--- config.mk ---
export PLATFORM = sky130hd
export DESIGN_NAME = clmul8_arbiter
export DESIGN_NICKNAME = d
export VERILOG_FILES = /design/src/rtl/clmul8_arbiter.sv
export SDC_FILE = /design/constraint.sdc
export NUM_CORES = 1
export LEC_CHECK = 0
export ABC_AREA = 0
export ABC_CLOCK_PERIOD_IN_PS = 3800
export CAP_MARGIN = 20
export CORE_MARGIN = 2
export CORE_UTILIZATION = 42
export DETAILED_ROUTE_END_ITERATION = 16
export PLACE_DENSITY = 0.87
export RECOVER_POWER = 50
export SKIP_LAST_GASP = 1
export SYNTH_ARGS = -nofsm -noshare
export SYNTH_HDL_FRONTEND = slang
export SYNTH_SLANG_ARGS = --single-unit
--- constraint.sdc ---
create_clock -name clk -period 3.8 [get_ports clk]
set_clock_uncertainty 0.1 [all_clocks]
set_input_delay 0.95 -clock clk [delete_from_list [all_inputs] [get_ports clk]]
set_output_delay 0.95 -clock clk [all_outputs]
set_load 0.02 [all_outputs]
--- src/rtl/clmul8_arbiter.sv ---
// Round-robin arbiter that shares one 8-bit truncated carry-less multiplier
// between NUM_REQ requesters. Results go to a single registered response slot.
module clmul8_arbiter #(
    parameter int NUM_REQ = 4,
    parameter int ID_W    = 2
) (
    input  logic                   clk,
    input  logic                   rst,
    input  logic [NUM_REQ-1:0]     req_valid,
    output logic [NUM_REQ-1:0]     req_ready,
    input  logic [8*NUM_REQ-1:0]   req_a,
    input  logic [8*NUM_REQ-1:0]   req_b,
    output logic                   rsp_valid,
    input  logic                   rsp_ready,
    output logic [7:0]             rsp_y,
    output logic [ID_W-1:0]        rsp_id
);

    localparam int SUM_W = ID_W + 1;

    typedef enum logic {
        EMPTY = 1'b0,
        FULL  = 1'b1
    } state_t;

    state_t          state_q, state_d;
    logic            rsp_valid_q, rsp_valid_d;
    logic [7:0]      rsp_y_q, rsp_y_d;
    logic [ID_W-1:0] rsp_id_q, rsp_id_d;
    logic [ID_W-1:0] ptr_q, ptr_d;

    logic [7:0]      a_arr [NUM_REQ];
    logic [7:0]      b_arr [NUM_REQ];
    logic [7:0]      sel_a, sel_b, product;

    logic            can_accept;
    logic            grant_found;
    logic            accept_en;
    logic [ID_W-1:0] grant_idx;
    logic [SUM_W-1:0] cand;
    logic [SUM_W-1:0] ptr_inc;

    function automatic logic [7:0] clmul8(input logic [7:0] a, input logic [7:0] b);
        logic [7:0] y;
        y = '0;
        for (int j = 0; j < 8; j++) begin
            if (b[j]) begin
                y = y ^ (a << j);
            end
        end
        return y;
    endfunction

    genvar gi;
    generate
        for (gi = 0; gi < NUM_REQ; gi++) begin : g_req
            assign a_arr[gi]     = req_a[8*gi +: 8];
            assign b_arr[gi]     = req_b[8*gi +: 8];
            assign req_ready[gi] = accept_en & (grant_idx == ID_W'(gi));
        end
    endgenerate

    // Draining and refilling in the same cycle keeps throughput at one result per clock.
    assign can_accept = (state_q == EMPTY) | (rsp_ready & rsp_valid_q);

    // First valid requester at or after the pointer, wrapping past NUM_REQ-1.
    always_comb begin
        grant_found = 1'b0;
        grant_idx   = '0;
        cand        = '0;
        for (int off = 0; off < NUM_REQ; off++) begin
            cand = {1'b0, ptr_q} + SUM_W'(off);
            if (cand >= SUM_W'(NUM_REQ)) begin
                cand = cand - SUM_W'(NUM_REQ);
            end
            if (!grant_found && req_valid[cand[ID_W-1:0]]) begin
                grant_found = 1'b1;
                grant_idx   = cand[ID_W-1:0];
            end
        end
    end

    assign accept_en = can_accept & grant_found & ~rst;

    assign sel_a   = a_arr[grant_idx];
    assign sel_b   = b_arr[grant_idx];
    assign product = clmul8(sel_a, sel_b);

    always_comb begin
        ptr_inc = {1'b0, grant_idx} + SUM_W'(1);
        if (ptr_inc == SUM_W'(NUM_REQ)) begin
            ptr_inc = '0;
        end
    end

    always_comb begin
        state_d     = state_q;
        rsp_valid_d = rsp_valid_q;
        rsp_y_d     = rsp_y_q;
        rsp_id_d    = rsp_id_q;
        ptr_d       = ptr_q;
        if (accept_en) begin
            state_d     = FULL;
            rsp_valid_d = 1'b1;
            rsp_y_d     = product;
            rsp_id_d    = grant_idx;
            ptr_d       = ptr_inc[ID_W-1:0];
        end else if (rsp_valid_q && rsp_ready) begin
            // Drained with nothing new: data and id keep their last value.
            state_d     = EMPTY;
            rsp_valid_d = 1'b0;
        end
    end

    always_ff @(posedge clk) begin
        if (rst) begin
            state_q     <= EMPTY;
            rsp_valid_q <= 1'b0;
            rsp_y_q     <= 8'h00;
            rsp_id_q    <= '0;
            ptr_q       <= '0;
        end else begin
            state_q     <= state_d;
            rsp_valid_q <= rsp_valid_d;
            rsp_y_q     <= rsp_y_d;
            rsp_id_q    <= rsp_id_d;
            ptr_q       <= ptr_d;
        end
    end

    assign rsp_valid = rsp_valid_q;
    assign rsp_y     = rsp_y_q;
    assign rsp_id    = rsp_id_q;

endmodule

After elaboration in Yosys (flattened, before gate mapping). Cells that the tools add are included.

Register bits after elaboration: 13. Input port bits: 71. Output and inout bits: 15. Logic and storage cells: 89.

Add/sub/neg operators: 8. Magnitude comparators: 9. Equal/unequal tests: 4. Mux-type cells: 37. Bitwise operators: 18. Reductions and logical operators: 9.

Operator list (count): $mux W8 (12); $xor A8 B8 Y8 (7); $bmux W8 S2 (2); $mux W2 (9); $ge A3 B3 Y1 const B (4); $lt A2 B3 Y1 const B (4); $mux W1 (10); $bmux W1 S2 (4); $sub A2 B1 Y2 const B (4); $and A1 B1 Y1 (7); $add A2 B1 Y3 const B (2); $add A2 B2 Y3 const B (2); $eq A2 B2 Y1 const B (2); $logic_and A1 B1 Y1 (4); $eq A3 B3 Y1 const B (1); $ge A2 B3 Y1 const B (1); $logic_not A1 Y1 (3); $not A2 Y3 (1); $eq A2 B1 Y1 const B (1); $logic_not A2 Y1 (1); $not A1 Y1 (2); $reduce_bool A2 Y1 (1); $or A1 B1 Y1 (1).

Logic depth before layout (Yosys ltp).
Depth after elaboration: 33. Gate-level depth with buffers: 12. Mapped depth without buffers: 10.

Worst setup path before layout. OpenSTA, ideal clock, no wires.

Path kind: input to output. From: input req_valid[0]. To: output req_ready[1]. Arrival time: 2.289 ns. Data required time: 2.750 ns. Setup slack: 0.461 ns. Stages on the path: 8. Path buffers: 2. Cell sequence: and2_4 > and2_0 > or3_1 > buf_4 > clkinv_4 > buf_6 > ha_1 > and2_1.

Elaborated cells on any way between the ends: 26. Those cells by class: eq/ne (1); mux (16); bitwise (3); reduce/logical (6).

RTL lines: start, declared (RTL line 9) `input logic [NUM_REQ-1:0] req_valid,`; $bmux W1 S2 (RTL line 76) `if (!grant_found && req_valid[cand[ID_W-1:0]]) begin`; $mux W1 (not written as such) (RTL line 76); $mux W1 (RTL line 76); $logic_not A1 Y1 (RTL line 76); $logic_and A1 B1 Y1 (RTL line 76); $mux W1 (RTL line 76); $logic_not A1 Y1 (RTL line 76); $logic_and A1 B1 Y1 (RTL line 76); $mux W1 (RTL line 76); $logic_not A1 Y1 (RTL line 76); $logic_and A1 B1 Y1 (RTL line 76); $mux W2 * (RTL line 76); named net grant_idx[0] (RTL line 39) `logic [ID_W-1:0] grant_idx;`; $eq A2 B1 Y1 * (RTL line 59) `assign req_ready[gi] = accept_en & (grant_idx == ID_W'(gi));`; $and A1 B1 Y1 * (RTL line 59); end, declared (RTL line 10) `output logic [NUM_REQ-1:0] req_ready,`.

The timed path passes the listed nets; every way through them passes the cells marked *. The select of a mux whose other input is x is not followed.

Worst setup path in the final report.
From: input req_valid[2]. To: output req_ready[0].

Word-level cells in the longest chain between the ends: 15. Elaborated cells on any way between the ends: 26. Those cells by class: mux (16); bitwise (3); reduce/logical (7).

Ends and longest elaborated chain: $bmux W1 S2 (RTL line 76); $mux W1 (not written as such) (RTL line 76); $mux W1 (RTL line 76); $logic_not A1 Y1 (RTL line 76); $logic_and A1 B1 Y1 (RTL line 76); $mux W1 (RTL line 76); $logic_not A1 Y1 (RTL line 76); $logic_and A1 B1 Y1 (RTL line 76); $mux W1 (RTL line 76); $logic_not A1 Y1 (RTL line 76); $logic_and A1 B1 Y1 (RTL line 76); $mux W1 (RTL line 76); $and A1 B1 Y1 (2 in a row) (RTL line 83) `assign accept_en = can_accept & grant_found & ~rst;`; $and A1 B1 Y1 * (RTL line 59).

Every way passes the cells marked *; elsewhere a longest branch is shown, timed or not. The select of a mux whose other input is x is not followed.

==> metrics.md <==
| Metric | Value |
|---|---|
| TritonRoute pass-1 iters | 4 |
| CTS tree | done |
| Wire per inst | 13.9 um |
| Top achievable clock speed | 269 MHz |
| DP HPWL | 4180 um |
| Nets@finish | 407 |
| IO Count | 86 |
| Seq cells post-synth | 13 |
| Initial antenna violation count | 0 |
| Synth cell count leaders | nand3_1, nor2_1, o21ai_0 |
| Post-layout util | 70.9% |
| CTS buffer count | 3 |
| Setup crit end kind | output port |
| Drt drc | 0 |
| Crit path required time | 2750 ps |
| Worst Path Buf+Inv | 2 |
| Rel. slew slack | 55.8% |
| Reg2Reg Depth | 10 |
| Final ANT Viol Nets | 0 |
| Hold Crit Class | reg2reg |
| Count leader, synth | nand3_1 |
| Starting Density | 44.2% |
| VDD IR-drop max | 420 uV |
| Min-Delay Path Depth | 2 |
| Die Y | 69.1 um |
| CTS Root Cell | clkbuf_8 |
| CTS max path bufs | 2 |
| Worst-Skew Late Latency | 240 ps |
| Final WL | 5260 um |
| Worst setup margin | 87.8 ps |
| Core Area | 0.00403 sq mm |
| Worst path top cell family by delay | buffers and inverters |
| Clock sink total | 13 |
| Metal2 WL | 2640 um |
| Setup Buffers After CTS | 0 |
| Worst path cell trace | clkdlybuf4s50_1, mux2i_1, nor2_1, or3_4, ha_1, and2_1, clkdlybuf4s15_2 |
| IO buf count | 85 |
| Main area contributors after synthesis | dfxtp_1, mux2i_1, nand3_1 |
| Post-synth top flop | dfxtp_1 |
| Critical path class | in2out |
| Met3 routed WL | 260 um |
| Area share of the largest cell type after synthesis | 14.6% |
| Clock-pin slew on the worst setup and hold paths | 50 ps |
| Post-synth ARST share | 0% |
| Slew Viols, Final | 0 |
| Largest net degree at the start of global routing | 24 |
| RSZ-0062 raised after global routing | no |
| Setup Slack @ Placement | -402 ps |
| Row count | 23 |
| Syn Std Cell Area | 0.00178 sq mm |
| Vias in the first global route | 2008 |
| Total GRT Usage | 21.6% |
| Arrival @ worst endpoint | 2660 ps |
| Metal-1 WL | 2360 um |
| Post-synth EDFFs | 0 |
| Vias per cell | 5.15 |
| H-tree Lvls | 1 |
| YS warnings | 0 |
| Share of layout cells above drive strength 1 | 16.7% |
| Cells after Synth | 226 |
| Sequential share of the synthesized area | 14.6% |
| Top routing layer in use | met3 |
| Die W | 69.1 um |
| Max_cap viols | 0 |
| Final Cycle Share | 97.7% |
| Largest area contributor in the netlist | dfxtp_1 |
| Netlist cell types | 42 |
| Global-route wire length before repair | 8850 um |
| Status | finished clean |
| Diodes inserted | 0 |
| Leak | 1.24 nW |
| Fill count | 322 |
| Startpoint Class | primary input |
| Min Tclk post-route | 3710 ps |
| CP max stage cell | clkdlybuf4s50_1 |
| Detailed router's first-iteration violation count | 78 |
| Placer Congestion | 0.874 |
| Power density over the cells | 463 mW/mm^2 |
| Slowest cell delay on critical path | 470 ps |
| Fin. Hold Viols | 0 |
| Syn avg cell area | 7.87 sq um |
| Die area | 0.00477 sq mm |
| Least-Margin Pin Slew | 663 ps |
| Syn Nets | 302 |
| Gr ovfl total | 0 |
| Max FO, Critical Path | 5 |
| Crit path depth | 7 |
| Setup violations, final | 0 |
| Total number of vias | 1957 |
| P&R area growth vs syn | 60.6% |
-- report_power, final --
group	total (mW)	internal, mW	leakage, nW	switching [mW]
Clock	0.122	0.0740	0.0228	0.0482
Combinational	0.998	0.534	1.11	0.464
Sequential	0.202	0.179	0.108	0.0238
-- per-stage QoR --
stage	total power, mW	setup TNS (ps)	instance area, sq um	hold WS [ps]	cells
after CTS	1.34	0	2870	391	380
final	1.32	0	2860	383	380
after floorplan	0.888	0	1780	396	226
after global routing	1.42	0	2860	414	380
after detailed placement	1.21	-2470	2810	378	376
after global placement	1.19	-2010	2810	369	376
-- final timing paths --
kind / slack [ps] / from / endpoint
max: 90 / req_valid[2] / req_ready[0]
min: 380 / rsp_y[4]$_SDFFE_PP0P_ / rsp_y[4]$_SDFFE_PP0P_
max reg2reg: 950 / ptr_q[1]$_SDFFE_PP0P_ / rsp_y[4]$_SDFFE_PP0P_
min reg2reg: 380 / rsp_y[4]$_SDFFE_PP0P_ / rsp_y[4]$_SDFFE_PP0P_
-- layer usage --
layer	vias up	GRT usage, %
met2	63	39.2
met4	0	3.70
met1	892	27.1
met5	-	0
li1	1002	-
met3	0	3.51
-- sequential cells by signal (all words and copies together), names as in the netlist --
register and count:
ptr_q 2, rsp_y 8, rsp_valid 1, rsp_id 2
-- layout make-up --
cell class	count	area, sq um	share of cell area, %
flip-flops and latches	13	260	9.11
clock buffers	4	45.0	1.58
multi-input cells	198	1420	49.8
inverters	3	21.3	0.744
repair buffers	112	1040	36.6
well taps	50	62.6	2.19
-- worst register-to-register path, cell delays in order (launching register included) --
cell and delay (ps):
dfxtp_1 440, mux2i_1 220, nor2_1 60, or3_4 430, clkinv_4 70, buf_6 190, mux2_2 420, nor2_1 150
xor2_1 160, xnor3_1 400, o21ai_1 130
-- cell families (layout without fill, tap and decap cells) --
| kind of cell | Yosys count | count (layout) | synth area share, % |
|---|---|---|---|
| DFF | 13 | 13 | 14.6 |
| AOI/OAI and AO/OA | 32 | 32 | 11.0 |
| and+or+nand+nor | 117 | 117 | 36.1 |
| muxes | 22 | 22 | 13.0 |
| xor gates and xnor gates | 22 | 22 | 15.9 |
| adders and majority gates | 5 | 5 | 3.52 |
| buffers and inverters | 15 | 119 | 5.91 |
-- cell usage in the layout, fill, tap and decap left out, types with 5 or more instances in the layout --
cell	count
nor2_1	25
o21ai_1	5
xnor3_1	6
o21ai_0	20
nand2_1	15
and2_1	6
nand3_2	5
nand3b_1	11
xor2_1	9
nand4_1	6
dfxtp_1	13
nand3_1	32
mux2_2	5
clkdlybuf4s50_1	69
mux2i_1	16
ha_1	5
dlygate4sd3_1	11
buf_4	24
xnor2_1	6
-- timing repair --
action / in CTS / in global routing
gates resized for setup: 13 / 5
setup endpoints to repair: 4 / 9
hold buffers: 0 / 0
Power figures use the tool's default switching activity.
